`src/rtl/z_core_mdu.sv`:
```
// rtl/z_core_mdu.sv - Z-Core RV32M iterative multiply/divide unit (optional Z_CORE_MDU_FAST_EN: early finish for divide-by-zero and signed overflow)
module z_core_mdu #(
    parameter int CYCLES = 32 // one iteration per operand bit; must stay 32
) (
    input  logic        clk,
    input  logic        rst,
    input  logic [31:0] mdu_in1,
    input  logic [31:0] mdu_in2,
    input  logic [2:0]  mdu_op,
    input  logic        mdu_start,
    output logic        mdu_busy,
    output logic        mdu_done,
    output logic [31:0] mdu_out
);

    typedef enum logic [1:0] {IDLE = 2'd0, EXEC = 2'd1, FINAL = 2'd2} state_t;

    state_t      state;
    logic [4:0]  cnt;
    logic [2:0]  op_q;
    logic [31:0] a_mag;
    logic [31:0] b_mag;
    logic [63:0] prod;     // multiply: {partial sum, multiplier}; divide: {remainder, dividend/quotient}
    logic        neg_a;
    logic        neg_b;
    logic        div_zero;
    logic        div_ovf;

    // Operand decode at accept time: signedness per op, magnitudes, special cases
    logic        sgn_a, sgn_b, in1_neg, in2_neg, zero_in, ovf_in;
    logic [31:0] in1_mag, in2_mag;

    always_comb begin
        sgn_a   = (mdu_op == 3'd1) || (mdu_op == 3'd2) || (mdu_op == 3'd4) || (mdu_op == 3'd6);
        sgn_b   = (mdu_op == 3'd1) || (mdu_op == 3'd4) || (mdu_op == 3'd6);
        in1_neg = sgn_a & mdu_in1[31];
        in2_neg = sgn_b & mdu_in2[31];
        in1_mag = in1_neg ? (~mdu_in1 + 32'd1) : mdu_in1;
        in2_mag = in2_neg ? (~mdu_in2 + 32'd1) : mdu_in2;
        zero_in = mdu_op[2] && (mdu_in2 == 32'd0);
        ovf_in  = mdu_op[2] && !mdu_op[0] && (mdu_in1 == 32'h8000_0000) && (mdu_in2 == 32'hFFFF_FFFF);
    end

    // One radix-2 step: shift-add for multiply, restoring subtract for divide
    logic [32:0] mul_sum;
    logic [32:0] div_trial;
    logic [33:0] div_diff;
    logic [63:0] mul_next, div_next;

    always_comb begin
        mul_sum   = {1'b0, prod[63:32]} + (prod[0] ? {1'b0, a_mag} : 33'd0);
        mul_next  = {mul_sum, prod[31:1]};
        div_trial = {prod[63:32], prod[31]};
        div_diff  = {1'b0, div_trial} - {2'b00, b_mag};
        if (!div_diff[33]) begin
            div_next = {div_diff[31:0], prod[30:0], 1'b1};
        end else begin
            div_next = {div_trial[31:0], prod[30:0], 1'b0};
        end
    end

    // Sign fixup and result selection used in the FINAL cycle
    logic        sign_diff;
    logic [63:0] prod_fix;
    logic [31:0] quo_fix, rem_fix, dividend, result;

    always_comb begin
        sign_diff = neg_a ^ neg_b;
        prod_fix  = sign_diff ? (~prod + 64'd1) : prod;
        quo_fix   = sign_diff ? (~prod[31:0] + 32'd1) : prod[31:0];
        rem_fix   = neg_a ? (~prod[63:32] + 32'd1) : prod[63:32];
        dividend  = neg_a ? (~a_mag + 32'd1) : a_mag;
        result    = 32'd0;
        case (op_q)
            3'd0:                result = prod_fix[31:0];
            3'd1, 3'd2, 3'd3:    result = prod_fix[63:32];
            3'd4, 3'd5: begin
                if (div_zero)     result = 32'hFFFF_FFFF;
                else if (div_ovf) result = 32'h8000_0000;
                else              result = quo_fix;
            end
            default: begin
                if (div_zero)     result = dividend;
                else if (div_ovf) result = 32'd0;
                else              result = rem_fix;
            end
        endcase
    end

    // Control FSM with datapath registers and registered handshake outputs
    always_ff @(posedge clk or posedge rst) begin
        if (rst) begin
            state    <= IDLE;
            cnt      <= 5'd0;
            op_q     <= 3'd0;
            a_mag    <= 32'd0;
            b_mag    <= 32'd0;
            prod     <= 64'd0;
            neg_a    <= 1'b0;
            neg_b    <= 1'b0;
            div_zero <= 1'b0;
            div_ovf  <= 1'b0;
            mdu_busy <= 1'b0;
            mdu_done <= 1'b0;
            mdu_out  <= 32'd0;
        end else begin
            case (state)
                IDLE: begin
                    mdu_done <= 1'b0;
                    if (mdu_start) begin
                        op_q     <= mdu_op;
                        a_mag    <= in1_mag;
                        b_mag    <= in2_mag;
                        neg_a    <= in1_neg;
                        neg_b    <= in2_neg;
                        div_zero <= zero_in;
                        div_ovf  <= ovf_in;
                        prod     <= mdu_op[2] ? {32'd0, in1_mag} : {32'd0, in2_mag};
                        cnt      <= 5'd0;
                        mdu_busy <= 1'b1;
`ifdef Z_CORE_MDU_FAST_EN
                        state    <= (zero_in || ovf_in) ? FINAL : EXEC;
`else
                        state    <= EXEC;
`endif
                    end
                end
                EXEC: begin
                    prod <= op_q[2] ? div_next : mul_next;
                    cnt  <= cnt + 5'd1;
                    if (cnt == 5'(CYCLES - 1)) begin
                        state <= FINAL;
                    end
                end
                FINAL: begin
                    mdu_out  <= result;
                    mdu_done <= 1'b1;
                    mdu_busy <= 1'b0;
                    state    <= IDLE;
                end
                default: state <= IDLE;
            endcase
        end
    end

endmodule

```
`config.mk`:
```
export PLATFORM = sky130hd
export DESIGN_NAME = z_core_mdu
export DESIGN_NICKNAME = d
export VERILOG_FILES = /design/src/rtl/z_core_mdu.sv
export SDC_FILE = /design/constraint.sdc
export NUM_CORES = 1
export LEC_CHECK = 0
export CAP_MARGIN = 20
export CORE_MARGIN = 3
export CORE_UTILIZATION = 55
export DETAILED_ROUTE_END_ITERATION = 12
export HOLD_SLACK_MARGIN = 0.02
export PLACE_DENSITY = 0.76
export SLEW_MARGIN = 10
export SYNTH_ARGS = -nofsm -noshare
export SYNTH_HDL_FRONTEND = slang
export SYNTH_SLANG_ARGS = --single-unit
```
`constraint.sdc`:
```
create_clock -name clk -period 9.7 [get_ports clk]
set_input_delay 1.94 -clock clk [delete_from_list [all_inputs] [get_ports clk]]
set_output_delay 1.94 -clock clk [all_outputs]
set_load 0.02 [all_outputs]
```
==> flow_metrics.env <==
export IMPL_run_status="complete, no violations"
export IMPL_cts_hold_buf=0
export IMPL_utilization=0.621
export IMPL_ys_seq_area_frac=0.273
export IMPL_rsz0062_at_grt="no"
export IMPL_insertedDiodeCount=0
export IMPL_area_of_the_multi_input_gates_um2=10900
export IMPL_cts_buffers=17
export IMPL_detail_route_iter0_violations=1868
export IMPL_cp_end_kind="flip-flop"
export IMPL_clock_network_fraction_of_total_power=0.113
export IMPL_drive_gt1_frac=0.0453
export IMPL_topRoutingLayerUsed="met4"
export IMPL_clock_sink_count=176
export IMPL_synth_largest_type_area_fraction=0.273
export IMPL_async_reset_ff_frac=1.00
export IMPL_die_height_um=177
export IMPL_insertion_delay_ns=0.46
export IMPL_cp_required_ns=10.01
export IMPL_yosys_top_cells_count="nand2_1 (262), o21ai_0 (227), dfrtp_1 (176)"
export IMPL_p_leak_nw=7.38
export IMPL_total_power_density_per_cell_area_nw_per_um2=384
export IMPL_met2WireLength_um=25300
export IMPL_synth_top_cell_by_area="dfrtp_1"
export IMPL_dp_final_hpwl_um=42500
export IMPL_power_internal_mw=3.25
export IMPL_post_synth_instance_area_um2=16100
export IMPL_maxSlewViolCount=0
export IMPL_initial_standard_cell_utilization_of_the_core=0.560
export IMPL_worst_endpoint_arrival_ns=5.33
export IMPL_max_cap_violations=0
export IMPL_wl_met1_um=23200
export IMPL_relative_contribution_of_sequential_cells_to_total_power=0.246
export IMPL_drt_drc_violations_left=0
export IMPL_post_cts_resize_count=0
export IMPL_final_hold_violation_count=0
export IMPL_drt_pre_antenna_iters=6
export IMPL_routed_wl_met3_um=4600
export IMPL_synthesis_nets=2206
export IMPL_clk_path_buf_depth=2
export IMPL_critical_path_fanout_max=6
export IMPL_gr_total_overflow=0
export IMPL_postCtsSetupRepairBufs=0
export IMPL_maxClockFrequency_ghz=0.199
export IMPL_area_growth_synth_to_final_pct=11.0
export IMPL_placeableCoreArea_um2=28800
export IMPL_net_switching_power_mw=3.63
export IMPL_ioPinCount=104
export IMPL_dieArea_um2=31400
export IMPL_ir_drop_worst_case_vdd_mv=0.219
export IMPL_yosysWarnings=0
export IMPL_yosysMostFrequentCell="nand2_1"
export IMPL_flip_flop_and_latch_area_um2=4410
export IMPL_synth_enable_flop_cells=0
export IMPL_netlist_instances=2062
export IMPL_first_global_vias=15016
export IMPL_setup_reg_to_reg_worst_slack_ns=5.35
export IMPL_period_needed_ns=5.03
export IMPL_fin_worst_skew_ns=0.0157
export IMPL_number_of_buffers_added_on_ports=103
export IMPL_grt_pass1_wl_um=84900
export IMPL_grt_util_all_layers=0.350
export IMPL_ws_path_type="input pin to flip-flop"
export IMPL_vias=15945
export IMPL_clock_tree_htree_level_count=4
export IMPL_average_size_of_a_mapped_cell_um2=7.81
export IMPL_pin_count_of_the_biggest_net_entering_global_routing=120
export IMPL_cts_tree="done"
export IMPL_post_detailed_routing_wire_length_um=55400
export IMPL_commonest_register_cell_after_synthesis="dfrtp_1"
export IMPL_share_comb_of_total_power=0.641
export IMPL_clk_pin_slew_worst_paths_ns=0.07
export IMPL_grt_antenna_before_repair=0
export IMPL_rows=62
export IMPL_yosys_register_bits=176
export IMPL_setup_viol_count_final=0
export IMPL_routedWlPerCell_um=22.6
export IMPL_tightest_slew_ns=1.07
export IMPL_cp_start_kind="input pin"
export IMPL_net_switching_share_of_the_total_power=0.528
export IMPL_fin_crit_sh=0.518
export IMPL_chipWidth_um=177
export IMPL_fillCellCount=2579
export IMPL_post_synth_main_area_contributors="dfrtp_1 (27%), xnor2_1 (7.6%), o21ai_0 (7.1%)"
export IMPL_detail_route_antenna_nets=0
export IMPL_synth_cell_types=84
export IMPL_relSlewSlack=0.272
export IMPL_setup_tns_final_ns=0
export IMPL_layout_nets=2204
export IMPL_place_gp_congestion=1.01
export IMPL_cts_root_buf="clkbuf_16"
export IMPL_hp_class="flip-flop to flip-flop"
export IMPL_post_drt_via_cell_ratio=6.49
## cells by family after synthesis
kind of cell / Yosys count / synth area share
fa+ha+maj: 74 / 0.0584
flops: 176 / 0.273
xor+xnor: 230 / 0.125
mux: 72 / 0.0448
buf+inv: 206 / 0.0537
simple gates: 667 / 0.199
compound gates: 637 / 0.246
## through the flow
step                      cell area [um2]  setup slack, ns  hold WS, ns  total power, mW  std cells
after floorplan                     16100             2.99        0.449             4.72       2062
after global placement              17200             4.51        0.465             5.86       2422
after detailed placement            17200             4.34        0.470             5.93       2422
after CTS                           17800             4.79        0.487             6.74       2454
after global routing                17900             4.50        0.500             7.37       2457
final                               17900             4.67        0.486             6.87       2457
## sequential cells by signal, indices dropped and copies added, names as in the netlist
name	cells
mdu_out	32
mdu_done	1
a_mag	32
neg_a	1
mdu_busy	1
prod	64
state	2
cnt	5
neg_b	1
b_mag	32
div_zero	1
div_ovf	1
op_q	3
## worst max-delay path, stage by stage
cell and delay, ns:
clkdlybuf4s50_1 0.51, nor4_1 0.41, nand2_1 0.20, nor3_1 0.44
nand3b_1 0.18, nor4_1 0.76, a21oi_1 0.18, xnor2_1 0.34
mux2i_1 0.12, a21oi_1 0.18, o21ai_1 0.07
## metal layers
metal	global-route usage	vias to the layer above
li1	-	7382
met3	0.0631	141
met1	0.472	7677
met4	0.133	0
met5	0	-
met2	0.561	745
## placed cells by master, fill, tap and decap left out, drive strengths merged, types with 13 or more instances in the layout
cell	instances
a221oi	43
clkdlybuf4s50	102
or4	16
and2	39
mux2i	71
xnor2	140
a21o	32
a31oi	13
xor2	90
inv	71
a21oi	155
nor3	42
a211oi	21
nor4	18
and3	13
dfrtp	176
nand2b	19
o41ai	13
nor2	152
a22oi	16
nand2	262
nand3	23
o21ai	235
buf	19
ha	72
clkbuf	17
or3	20
nand4	23
o31ai	37
## power groups by stage
stage / combinational, mW / clock, mW / sequential [mW]
2_1_floorplan: 3.43 / 0 / 1.29
3_3_place_gp: 4.21 / 0 / 1.66
3_5_place_dp: 4.26 / 0 / 1.67
4_1_cts: 4.30 / 0.777 / 1.66
5_1_grt: 4.85 / 0.805 / 1.71
6_report: 4.40 / 0.773 / 1.69
## worst paths after layout
kind / cells past startpoint / start / to
setup / recovery: 11 / mdu_in2[3] / prod[26]
hold / removal: 2 / mdu_out[4] / mdu_out[4]
setup reg to reg: 12 / prod[39] / prod[37]
hold reg to reg: 2 / mdu_out[4] / mdu_out[4]
max in group asynchronous: 4 / rst / neg_a
min in group asynchronous: 2 / rst / b_mag[7]
## layout make-up
type | count | area share
multi-input combinational | 1680 | 0.611
tap | 384 | 0.0269
clock buffer | 17 | 0.0238
clock inverter | 15 | 0.0122
inverter | 64 | 0.0137
timing repair buffer | 121 | 0.0665
sequential | 176 | 0.246
Power figures use the tool's default switching activity.
